## config.mk

```make
export PLATFORM = sky130hd
export DESIGN_NAME = pc_sequencer
export DESIGN_NICKNAME = d
export VERILOG_FILES = /design/src/rtl/pc_sequencer.sv
export SDC_FILE = /design/constraint.sdc
export NUM_CORES = 1
export LEC_CHECK = 0
export CAP_MARGIN = 15
export CORE_MARGIN = 2
export CORE_UTILIZATION = 40
export DETAILED_ROUTE_END_ITERATION = 8
export PLACE_DENSITY_LB_ADDON = 0.3
export SLEW_MARGIN = 0
export SYNTH_ARGS = -nofsm -noshare
export SYNTH_HDL_FRONTEND = slang
export SYNTH_SLANG_ARGS = --single-unit
```

## constraint.sdc

```tcl
create_clock -name clk -period 3.5 [get_ports clk]
set_input_delay 0.7 -clock clk [delete_from_list [all_inputs] [get_ports clk]]
set_output_delay 0.7 -clock clk [all_outputs]
set_load 0.05 [all_outputs]
```

## src/rtl/pc_sequencer.sv

```systemverilog
// pc_sequencer: instruction-cycle controller for the 8-bit simple processor.
//
// It steps through FETCH/DECODE/EXEC. It drives program_counter through its
// pc_inc/load/pc_in controls and handshakes with instruction memory
// (mem_rd/mem_ready/mem_data). It latches the instruction register, issues
// the ALU execute strobe and counts retired instructions. Two-byte JMP/JZ
// instructions read their target byte in the OPER state.
//
// Ports:
//   clk, rst        clock, synchronous active-high reset
//   run             start request, looked at only in IDLE
//   mem_ready       memory read completes this cycle
//   mem_data        instruction/operand byte (valid with mem_ready)
//   zero            ALU zero flag, sampled by JZ when its operand arrives
//   mem_rd          memory read request (FETCH/OPER only)
//   pc_inc, load    program_counter controls, never both high
//   pc_in           jump target, forced to zero unless load is high
//   ir_out          instruction register
//   alu_en          one-cycle ALU execute strobe
//   illegal         one-cycle pulse on an undefined opcode
//   halted          high while halted (exited only by rst)
//   instr_count     retired-instruction counter, wraps modulo 256
module pc_sequencer #(
   parameter int OP_W   = 3,
   parameter int DATA_W = 8
) (
   input  logic              clk,
   input  logic              rst,
   input  logic              run,
   input  logic              mem_ready,
   input  logic [DATA_W-1:0] mem_data,
   input  logic              zero,
   output logic              mem_rd,
   output logic              pc_inc,
   output logic              load,
   output logic [DATA_W-1:0] pc_in,
   output logic [DATA_W-1:0] ir_out,
   output logic              alu_en,
   output logic              illegal,
   output logic              halted,
   output logic [7:0]        instr_count
);

   localparam logic [OP_W-1:0] OP_NOP = OP_W'(3'b000);
   localparam logic [OP_W-1:0] OP_ALU = OP_W'(3'b001);
   localparam logic [OP_W-1:0] OP_JMP = OP_W'(3'b011);
   localparam logic [OP_W-1:0] OP_JZ  = OP_W'(3'b100);
   localparam logic [OP_W-1:0] OP_HLT = OP_W'(3'b111);

   typedef enum logic [2:0] {
      S_IDLE,
      S_FETCH,
      S_DECODE,
      S_EXEC,
      S_OPER,
      S_HALT
   } state_t;

   state_t              state_q, state_d;
   logic [DATA_W-1:0]   ir_q, ir_d;
   logic [7:0]          cnt_q, cnt_d;
   logic                halted_q, halted_d;
   logic [OP_W-1:0]     opcode;

   assign opcode = ir_q[DATA_W-1 -: OP_W];

   always_comb begin
      state_d = state_q;
      ir_d    = ir_q;
      cnt_d   = cnt_q;
      mem_rd  = 1'b0;
      pc_inc  = 1'b0;
      load    = 1'b0;
      pc_in   = '0;
      alu_en  = 1'b0;
      illegal = 1'b0;

      case (state_q)
         S_IDLE: begin
            if (run) state_d = S_FETCH;
         end
         S_FETCH: begin
            mem_rd = 1'b1;
            if (mem_ready) begin
               ir_d    = mem_data;
               pc_inc  = 1'b1;
               state_d = S_DECODE;
            end
         end
         S_DECODE: begin
            case (opcode)
               OP_NOP: begin
                  cnt_d   = cnt_q + 8'd1;
                  state_d = S_FETCH;
               end
               OP_ALU:        state_d = S_EXEC;
               OP_JMP, OP_JZ: state_d = S_OPER;
               OP_HLT: begin
                  cnt_d   = cnt_q + 8'd1;
                  state_d = S_HALT;
               end
               default: begin
                  // Undefined opcodes retire as NOPs but are flagged.
                  illegal = 1'b1;
                  cnt_d   = cnt_q + 8'd1;
                  state_d = S_FETCH;
               end
            endcase
         end
         S_EXEC: begin
            alu_en  = 1'b1;
            cnt_d   = cnt_q + 8'd1;
            state_d = S_FETCH;
         end
         S_OPER: begin
            mem_rd = 1'b1;
            if (mem_ready) begin
               // Only JMP/JZ reach OPER. The flag is taken with the operand byte.
               if (opcode == OP_JMP || zero) begin
                  load  = 1'b1;
                  pc_in = mem_data;
               end else begin
                  // Untaken JZ steps the PC over its operand byte.
                  pc_inc = 1'b1;
               end
               cnt_d   = cnt_q + 8'd1;
               state_d = S_FETCH;
            end
         end
         S_HALT: state_d = S_HALT;
         default: state_d = S_IDLE;
      endcase

      // The PC and ALU must not move in a cycle that is being reset.
      if (rst) begin
         pc_inc  = 1'b0;
         load    = 1'b0;
         pc_in   = '0;
         alu_en  = 1'b0;
         illegal = 1'b0;
      end
   end

   assign halted_d = (state_d == S_HALT);

   always_ff @(posedge clk) begin
      if (rst) begin
         state_q  <= S_IDLE;
         ir_q     <= '0;
         cnt_q    <= 8'd0;
         halted_q <= 1'b0;
      end else begin
         state_q  <= state_d;
         ir_q     <= ir_d;
         cnt_q    <= cnt_d;
         halted_q <= halted_d;
      end
   end

   assign ir_out      = ir_q;
   assign halted      = halted_q;
   assign instr_count = cnt_q;

endmodule

```

======== Yosys cells after proc, flatten, opt, wreduce, memory -nomap -nowiden ========
Index checks and enable logic that the tools add are counted.
operators by class
  $add $sub $neg .......................... 1
  eq/ne operators ......................... 12
  multiplexer cells ....................... 27
  reductions and logical operators ........ 10
operators by type and width
  cell                                                  number
  two-way mux 8 bit                                     6
  case mux 8 bit (3 select lines)                       1
  case mux 3 bit (6 select lines)                       1
  equality test 3 bit (second input constant)           5
  two-way mux 1 bit                                     14
  equality test 3 x 2 -> 1 bit (second input constant)  3
  two-way mux 3 bit                                     3
  case mux 3 bit (3 select lines)                       1
  adder 8 x 1 -> 8 bit (second input constant)          1
  equality test 3 x 1 -> 1 bit (second input constant)  2
  zero test 3 bit                                       2
  OR reduction 5 bit                                    1
  != test 2 bit (second input constant)                 2
  OR reduction 2 bit                                    2
  AND reduction 3 bit                                   1
  nonzero test 3 bit                                    1
  OR reduction 3 bit                                    1
  case mux 1 bit (2 select lines)                       1
  AND reduction 2 bit                                   1
  logical OR 1 bit                                      1
word-level totals
  flip-flop bits (word level) ............. 20
  bits of input ports ..................... 13
  output and inout bits ................... 30
  logic and storage cells ................. 54

======== Longest topological paths before layout ========
Gate-level depths: netlist of the first run.
  depth after elaboration ................. 6
  depth in mapped cells ................... 6
  mapped depth without buffers ............ 4

======== Least setup slack after synthesis of the first run ========
OpenSTA, ideal clock, no wires.
  kind .................................... register to output
  from .................................... reg ir_q[6], in the netlist ir_out[6]
  to ...................................... out illegal
  arrival time ............................ 2.611 ns
  path slack .............................. 0.189 ns
  cell stages (with the launch flop) ...... 4
  path buffers ............................ 0
  cell sequence ........................... dfxtp_1 inv_1 o21ai_0 nor4b_1
between the ends
  cells in the longest elaborated chain, start to end .. 5
  elaborated cells between the ends (all ways) .. 9
  those cells by class .................... eq/ne: 4; mux: 3; reduce/logical: 2
RTL lines
  what                                                        line  RTL
  start, declared                                             60    logic [DATA_W-1:0] ir_q, ir_d;
  start signal, assigned                                      154   ir_q <= ir_d;
  equality test 3 x 2 -> 1 bit, or another cell as far along  91    case (opcode)
  OR reduction 5 bit (no source line) (*)                     -
  two-way mux 1 bit (*)                                       91
  two-way mux 1 bit (*)                                       78    case (state_q)
  two-way mux 1 bit (*)                                       135   if (rst) begin
  end, declared                                               39    output logic illegal,
Every way passes the cells marked *; elsewhere a longest branch is shown, timed or not.

======== Worst setup path in the final report of the first run ========
  from .................................... in rst
  to ...................................... out pc_in[5]
between the ends
  cells in the longest elaborated chain, start to end .. 1
RTL lines
  what               line  RTL
  start, declared    28    input logic rst,
  two-way mux 8 bit  135
  end, declared      36    output logic [DATA_W-1:0] pc_in,
Every way passes these cells.

==> results of run 1 <==
[worst min-delay path by stage]
stage	startpoint	end	slack, ps	cells past startpoint
floorplan	state_q[1]	state_q[0]	520	2
global placement	instr_count[7]	instr_count[7]	470	2
detailed placement	instr_count[7]	instr_count[7]	480	2
CTS	instr_count[7]	instr_count[7]	500	2
global route	instr_count[7]	instr_count[7]	530	2
finish	instr_count[7]	instr_count[7]	500	2
[state kept, by name, indices dropped and copies added, names as in the netlist]
| register | cells |
|---|---|
| state_q | 3 |
| halted | 1 |
| ir_out | 8 |
| instr_count | 8 |
[cell type report]
cell class,instances,area share (%)
inverters,3,0.6613
clock inverters,1,1.763
clock buffers,3,1.323
repair buffers,43,32.18
flip-flops and latches,20,23.51
well taps,31,2.278
multi-input cells,94,38.28
[logic make-up after synthesis]
group | count (synthesis)
simple gates | 57
fa+ha+maj | 1
compound gates | 26
mux | 10
flops | 20
buf+inv | 10
[power breakdown]
group          internal (mW)  switching [mW]
sequential             0.234         0.00779
clock                  0.116          0.0699
combinational         0.0391          0.0508
[metal layers]
layer	up-vias	GRT usage, %	share of wire [%]
li1	536	-	-
met1	489	21.88	43
met2	36	28.07	49
met3	6	4.839	6.4
met4	0	6.312	1.8
met5	-	0	0
[cell usage after synthesis, drive strengths merged (2+ instances only)]
master,instances
or3,2
clkbuf,3
nand3,2
and2,8
buf,4
o31ai,4
dfxtp,20
or4,4
inv,3
nand4,2
a211oi,4
nor2b,2
nand2b,8
a21oi,7
nor3,4
nor4,2
nand2,3
mux2i,9
a31oi,2
nor2,15
o21ai,4
[through the flow]
step                      instances  total power [mW]
final                           195            0.5170
after global routing            195            0.5390
after CTS                       195            0.5229
after detailed placement        191            0.3365
after global placement          191            0.3348
after floorplan                 124            0.3020
[worst reg2reg max path, cell delays in order (launching register included)]
cell,delay [ps]
dfxtp_1,410
or3b_4,430
a211oi_4,550
nor4_2,120
mux2_4,310
==> results.sh, run 1 <==
export IMPL_yosys_area_share_simple_pct=31.50
export IMPL_maxCapViolations=0
export IMPL_cp_startpoint="rst"
export IMPL_cts_hold_buffers=0
export IMPL_setup_worst_path_end_class="output port"
export IMPL_port_buffers=42
export IMPL_avgSynthCellArea_um2=8.970
export IMPL_slew_headroom_pct=55.30
export IMPL_synth_seq_cells=20
export IMPL_synthTopCellsByArea="dfxtp_1, mux2i_1, nor2_1, and2_1, nand2b_1"
export IMPL_dieWidth_um=56.74
export IMPL_reg2reg_from="ir_out[7]"
export IMPL_cp_top_family="simple AND/OR/NAND/NOR gates"
export IMPL_crit_buf_inv=2
export IMPL_ys_seq_area_share_pct=36.00
export IMPL_crit_chain="clkdlybuf4s50_1 -> nor4_4 -> and2_1 -> buf_12"
export IMPL_yosys_area_top_type="dfxtp_1"
export IMPL_grt_max_degree=16
export IMPL_rr_worst_depth=4
export IMPL_nFillCells=213
export IMPL_min_period_ps=3066
export IMPL_root_buffer="clkbuf_4"
export IMPL_power_leakage_nw=0.5715
export IMPL_setup_worst_path_end="pc_in[5]"
export IMPL_nets=179
export IMPL_wire_per_inst_um=13.81
export IMPL_final_cell_mix="clkdlybuf4s50_1, dfxtp_1, nor2_1"
export IMPL_cts_tree="done"
export IMPL_num_vias=1067
export IMPL_layout_drive_gt1_share_pct=15.24
export IMPL_crit_type="primary input to output port"
export IMPL_hold_viol_final=0
export IMPL_core_area_mm2=0.002686
export IMPL_ys_async_sr_fraction_pct=0
export IMPL_syn_instance_count=124
export IMPL_die_h_um=56.74
export IMPL_grt_overflow=0
export IMPL_cts_sinks=20
export IMPL_syn_nets=138
export IMPL_grt_pass1_wl_mm=4.402
export IMPL_htree_levels=1
export IMPL_hold_path_class="flip-flop to flip-flop"
export IMPL_clockBufferDepth=2
export IMPL_irDropWorstVdd_mv=0.2693
export IMPL_clk_pin_slew_ps=120
export IMPL_dr_pass1_iters=4
export IMPL_routed_wl_mm=2.693
export IMPL_grt_pass1_vias=927
export IMPL_cts_resized=0
export IMPL_cp_start_kind="primary input"
export IMPL_drt_iter0_drc=22
export IMPL_max_stage_delay_ps=650
export IMPL_timing_fmax_mhz=326.1
export IMPL_synth_mux_area_share_pct=9.449
export IMPL_synth_edf_count=0
export IMPL_cp_max_fo=12
export IMPL_gpl_final_weighted_congestion=0.8202
export IMPL_multi_input_area_um2=651.9
export IMPL_hold_slack_ps=498.3
export IMPL_worst_slew_pin_slew_ps=668.0
export IMPL_route_detailed_drc=0
export IMPL_syn_area_mm2=0.001112
export IMPL_setup_violations=0
export IMPL_cts_buffers=3
export IMPL_post_cts_buffers=0
export IMPL_dieArea_mm2=0.003219
export IMPL_cp_depth=4
export IMPL_drv_slew=0
export IMPL_required_ps=2800
export IMPL_worstPathArrival_ps=2370
export IMPL_synthAdderAreaFrac_pct=1.125
export IMPL_cp_slowest_cell="clkdlybuf4s50_1"
export IMPL_status="complete, no violations"
export IMPL_place_ws_ps=416.1
export IMPL_fin_area_mm2=0.001703
export IMPL_final_period_utilization_pct=87.61
export IMPL_yosysUniqueCellTypes=37
export IMPL_viasPerCell=5.472
export IMPL_synthFlopType="dfxtp_1"
export IMPL_rrSetupSlack_ps=1600
export IMPL_skew_ps=10.46
export IMPL_start_util_pct=41.41
export IMPL_worstReg2RegEnd="instr_count[6]"
export IMPL_final_common_cell="clkdlybuf4s50_1"
export IMPL_num_rows=19
export IMPL_antenna_diode_count=0
export IMPL_setup_tns_ps=0
export IMPL_synth_xor_xnor_area_share_pct=0
export IMPL_grt_use_total_pct=17.31
export IMPL_synth_compound_area_share_pct=16.54
export IMPL_synthToLayoutAreaGrowth_pct=53.09
export IMPL_p_per_area_mw_per_mm2=303.6
export IMPL_synth_top_family_by_area="simple AND/OR/NAND/NOR gates"
export IMPL_io_pins=43
export IMPL_clock_latency_ps=300
export IMPL_place_area_mm2=0.001650
export IMPL_dp_hpwl_mm=2.071
export IMPL_fin_util_pct=63.39
export IMPL_register_area_um2=400.4
export IMPL_ys_warn_count=0
export IMPL_grt_setup_unrepaired="false"
export IMPL_synth_top_area_share_pct=36.00
export IMPL_antenna_found_initial=0
export IMPL_final_antenna_net_count=0
export IMPL_setup_slack_ps=433.5
Note: power is estimated with default switching activity, not from simulation.
==> run 2, diff against run 1 <==
DONT_BUFFER_PORTS = 1   (was default)
==> results.sh, run 2 (synthesized netlist as in run 1, its figures left out) <==
export IMPL_grt_pass1_wl_mm=4.160
export IMPL_place_ws_ps=837.1
export IMPL_dp_hpwl_mm=1.836
export IMPL_worstPathArrival_ps=2300
export IMPL_dieWidth_um=56.74
export IMPL_switching_share_pct=28.71
export IMPL_num_rows=19
export IMPL_drv_slew=0
export IMPL_port_buffers=0
export IMPL_drt_iter0_drc=41
export IMPL_dr_pass1_iters=5
export IMPL_setup_tns_ps=0
export IMPL_cts_tree="done"
export IMPL_dp_cells=161
export IMPL_io_pins=43
export IMPL_antenna_diode_count=0
export IMPL_grt_use_total_pct=16.51
export IMPL_routed_wl_mm=2.513
export IMPL_p_per_area_mw_per_mm2=327.7
export IMPL_p_switching_mw=0.1273
export IMPL_root_buffer="clkbuf_4"
export IMPL_antenna_found_initial=0
export IMPL_dieArea_mm2=0.003219
export IMPL_clk_pin_slew_ps=130
export IMPL_hold_path_class="primary input to flip-flop"
export IMPL_synthToLayoutAreaGrowth_pct=21.60
export IMPL_min_from="rst"
export IMPL_grt_max_degree=27
export IMPL_core_area_mm2=0.002686
export IMPL_grt_overflow=0
export IMPL_irDropWorstVdd_mv=0.2588
export IMPL_skew_ps=9.292
export IMPL_route_detailed_drc=0
export IMPL_reg2reg_from="ir_out[7]"
export IMPL_hold_viol_final=0
export IMPL_final_period_utilization_pct=85.60
export IMPL_place_area_mm2=0.001316
export IMPL_clockBufferDepth=2
export IMPL_final_cell_mix="dfxtp_1, nor2_1, mux2i_1"
export IMPL_cp_startpoint="ir_out[6]"
export IMPL_cp_max_fo=9
export IMPL_worst_slew_pin_slew_ps=834.2
export IMPL_slew_headroom_pct=44.08
export IMPL_cts_buffers=3
export IMPL_post_cts_buffers=0
export IMPL_layout_drive_gt1_share_pct=20.90
export IMPL_status="complete, no violations"
export IMPL_gpl_final_weighted_congestion=0.7592
export IMPL_required_ps=2800
export IMPL_viasPerCell=5.879
export IMPL_setup_violations=0
export IMPL_cts_resized=0
export IMPL_fin_util_pct=50.35
export IMPL_maxCapViolations=0
export IMPL_seqPwrFrac_pct=57.7
export IMPL_grt_pass1_vias=948
export IMPL_cts_sinks=20
export IMPL_crit_type="flip-flop to output port"
export IMPL_power_leakage_nw=0.4488
export IMPL_final_common_cell="dfxtp_1"
export IMPL_nets=149
export IMPL_p_int_mw=0.3160
export IMPL_cp_start_kind="flip-flop"
export IMPL_start_util_pct=41.41
export IMPL_htree_levels=1
export IMPL_power_share_clock_pct=32.0
export IMPL_instances_no_fill=165
export IMPL_setup_worst_path_end_class="output port"
export IMPL_fin_area_mm2=0.001353
export IMPL_num_vias=970
export IMPL_die_h_um=56.74
export IMPL_timing_fmax_mhz=333.8
export IMPL_wire_per_inst_um=15.23
export IMPL_grt_setup_unrepaired="false"
export IMPL_min_period_ps=2996
export IMPL_p_comb_share_pct=10.3
export IMPL_cts_hold_buffers=0
export IMPL_clock_latency_ps=310
export IMPL_final_antenna_net_count=0
export IMPL_nFillCells=256
export IMPL_setup_slack_ps=503.9
==> run 2: layer usage <==
metal	vias up	global-route usage, %	routed length [µm]
met5	-	0	0
met4	0	6.977	32
met3	4	5.300	177
met2	32	27.91	1241
met1	461	19.06	1061
li1	473	-	-
==> run 2: metrics by stage <==
| step | hold WS, ps | total power, mW |
|---|---|---|
| 3_3_place_gp | 605.1 | 0.3051 |
| 2_1_floorplan | 522.8 | 0.3020 |
| 6_report | 434.5 | 0.4433 |
| 4_1_cts | 435.4 | 0.4445 |
| 3_5_place_dp | 620.5 | 0.3065 |
| 5_1_grt | 420.6 | 0.4587 |
==> run 2: worst paths after layout <==
path / to / slack, ps / depth (start not counted)
hold / removal: ir_out[0] / 430 / 1
setup / recovery: pc_in[1] / 500 / 5
hold reg to reg: state_q[1] / 640 / 2
setup reg to reg: instr_count[6] / 1250 / 4
==> run 2: worst max-delay path, cell delays in order (launching register included) <==
cell	delay [ps]
dfxtp_1	740
inv_1	190
o21ba_2	280
nor4_4	370
and2_1	250
buf_12	150
==> run 2: layout make-up <==
cell class	count	area (µm²)	area share [%]
Clock buffer	4	36.28	2.683
Inverter	3	11.26	0.8326
Timing Repair Buffer	13	197.7	14.62
Multi-Input combinational cell	94	668.1	49.40
Tap cell	31	38.79	2.868
Sequential cell	20	400.4	29.60
==> run 2: power by group through the flow <==
stage / Sequential, mW / Clock [mW] / Combinational (mW)
3_3_place_gp: 0.260 / 0 / 0.0448
2_1_floorplan: 0.260 / 0 / 0.0421
4_1_cts: 0.256 / 0.143 / 0.0460
5_1_grt: 0.257 / 0.152 / 0.0502
3_5_place_dp: 0.261 / 0 / 0.0459
6_report: 0.256 / 0.142 / 0.0458
==> run 3, diff against run 2 <==
CORE_UTILIZATION = 45   (was 40)
==> results.sh, run 3 (synthesized netlist as in run 1, its figures left out) <==
export IMPL_multi_input_area_um2=663.1
export IMPL_top_layer="met4"
export IMPL_setup_violations=0
export IMPL_synthToLayoutAreaGrowth_pct=20.47
export IMPL_layout_drive_gt1_share_pct=20.15
export IMPL_num_rows=18
export IMPL_die_h_um=53.72
export IMPL_met2_wirelength_mm=1.245
export IMPL_cts_resized=0
export IMPL_irDropWorstVdd_mv=0.2445
export IMPL_hold_viol_final=0
export IMPL_grt_pass1_vias=832
export IMPL_dieWidth_um=53.72
export IMPL_route_detailed_drc=0
export IMPL_cts_buffers=3
export IMPL_crit_buf_inv=2
export IMPL_switching_share_pct=29.27
export IMPL_start_util_pct=46.16
export IMPL_max_stage_delay_ps=740
export IMPL_p_per_area_mw_per_mm2=308.8
export IMPL_drv_slew=0
export IMPL_seqPwrFrac_pct=61.7
export IMPL_drt_iter0_drc=18
export IMPL_dp_hpwl_mm=1.841
export IMPL_cp_top_family="flip-flops"
export IMPL_grt_max_degree=27
export IMPL_required_ps=2800
export IMPL_power_share_clock_pct=27.2
export IMPL_port_buffers=0
export IMPL_final_antenna_net_count=0
export IMPL_min_period_ps=2968
export IMPL_htree_levels=1
export IMPL_clockBufferDepth=2
export IMPL_grt_setup_unrepaired="false"
export IMPL_crit_type="flip-flop to output port"
export IMPL_routed_wl_mm=2.475
export IMPL_nets=150
export IMPL_clk_pin_slew_ps=120
export IMPL_clock_latency_ps=300
export IMPL_final_period_utilization_pct=84.79
export IMPL_register_area_um2=400.4
export IMPL_cp_max_fo=9
export IMPL_viasPerCell=5.811
export IMPL_power_leakage_nw=0.4445
export IMPL_final_common_cell="dfxtp_1"
export IMPL_maxCapViolations=0
export IMPL_p_int_mw=0.2927
export IMPL_post_cts_buffers=0
export IMPL_setup_worst_path_end_class="output port"
export IMPL_slew_headroom_pct=52.69
export IMPL_antenna_diode_count=0
export IMPL_dr_wl_met3_um=132
export IMPL_worst_slew_pin_slew_ps=707.0
export IMPL_final_cell_mix="dfxtp_1, nor2_1, mux2i_1"
export IMPL_hold_slack_ps=448.2
export IMPL_p_comb_share_pct=11.1
export IMPL_cts_hold_buffers=0
export IMPL_hold_path_class="primary input to flip-flop"
export IMPL_dp_cells=161
export IMPL_drt_met1_wl_mm=1.081
export IMPL_grt_overflow=0
export IMPL_status="complete, no violations"
export IMPL_grt_pass1_wl_mm=3.829
export IMPL_timing_fmax_mhz=337.0
export IMPL_instances_no_fill=164
export IMPL_cp_start_kind="flip-flop"
export IMPL_fin_util_pct=55.61
export IMPL_crit_chain="inv_1 -> o21ba_2 -> nor4_4 -> and2_1 -> buf_12"
export IMPL_num_vias=953
export IMPL_dieArea_mm2=0.002885
export IMPL_cp_slowest_cell="dfxtp_1"
export IMPL_root_buffer="clkbuf_4"
export IMPL_cts_tree="done"
export IMPL_cts_sinks=20
export IMPL_antenna_found_initial=0
export IMPL_io_pins=43
export IMPL_p_switching_mw=0.1211
export IMPL_skew_ps=3.588
export IMPL_core_area_mm2=0.002410
export IMPL_dr_pass1_iters=4
export IMPL_worstPathArrival_ps=2270
export IMPL_setup_tns_ps=0
export IMPL_gpl_final_weighted_congestion=0.7763
export IMPL_nFillCells=211
export IMPL_wire_per_inst_um=15.09
export IMPL_grt_use_total_pct=18.36
run 3: changes by cell type in the layout (fill, tap and decap cells not counted):
| cell | delta |
|---|---|
| buf_4 | +1 |
| clkbuf_8 | -1 |
| nor3_1 | +1 |
| nor3_2 | -1 |
run 3: layer usage:
metal | global-route usage [%] | up-vias
li1 | - | 476
met1 | 23.34 | 446
met2 | 28.86 | 29
met3 | 4.444 | 2
met4 | 8.974 | 0
met5 | 0 | -
run 3: final timing paths:
check / start / endpoint / slack (ps) / cells after the start
hold reg to reg: state_q[0] / state_q[1] / 620 / 2
setup reg to reg: ir_out[7] / instr_count[6] / 1210 / 4
hold / removal: rst / ir_out[1] / 450 / 1
setup / recovery: ir_out[6] / pc_in[1] / 530 / 5
run 3: power groups by stage:
stage	clock network (mW)	logic (mW)	registers (mW)
after floorplan	0	0.0421	0.260
after global placement	0	0.0448	0.260
after detailed placement	0	0.0460	0.260
after CTS	0.119	0.0460	0.255
after global routing	0.123	0.0504	0.257
final	0.113	0.0459	0.255
run 3: final cells by class:
type,count,area share (%)
Multi-Input combinational cell,94,49.49
Inverter,3,0.8403
Timing Repair Buffer,14,15.31
Tap cell,30,2.801
Sequential cell,20,29.88
Clock buffer,3,1.681
run 3: through the flow:
step                worst slack (ps)  power (mW)  cell area (µm²)
floorplan                      188.7      0.3020             1112
global placement               921.9      0.3051             1318
detailed placement             860.4      0.3064             1318
CTS                            501.0      0.4203             1340
global route                   391.4      0.4304             1340
finish                         532.2      0.4138             1340
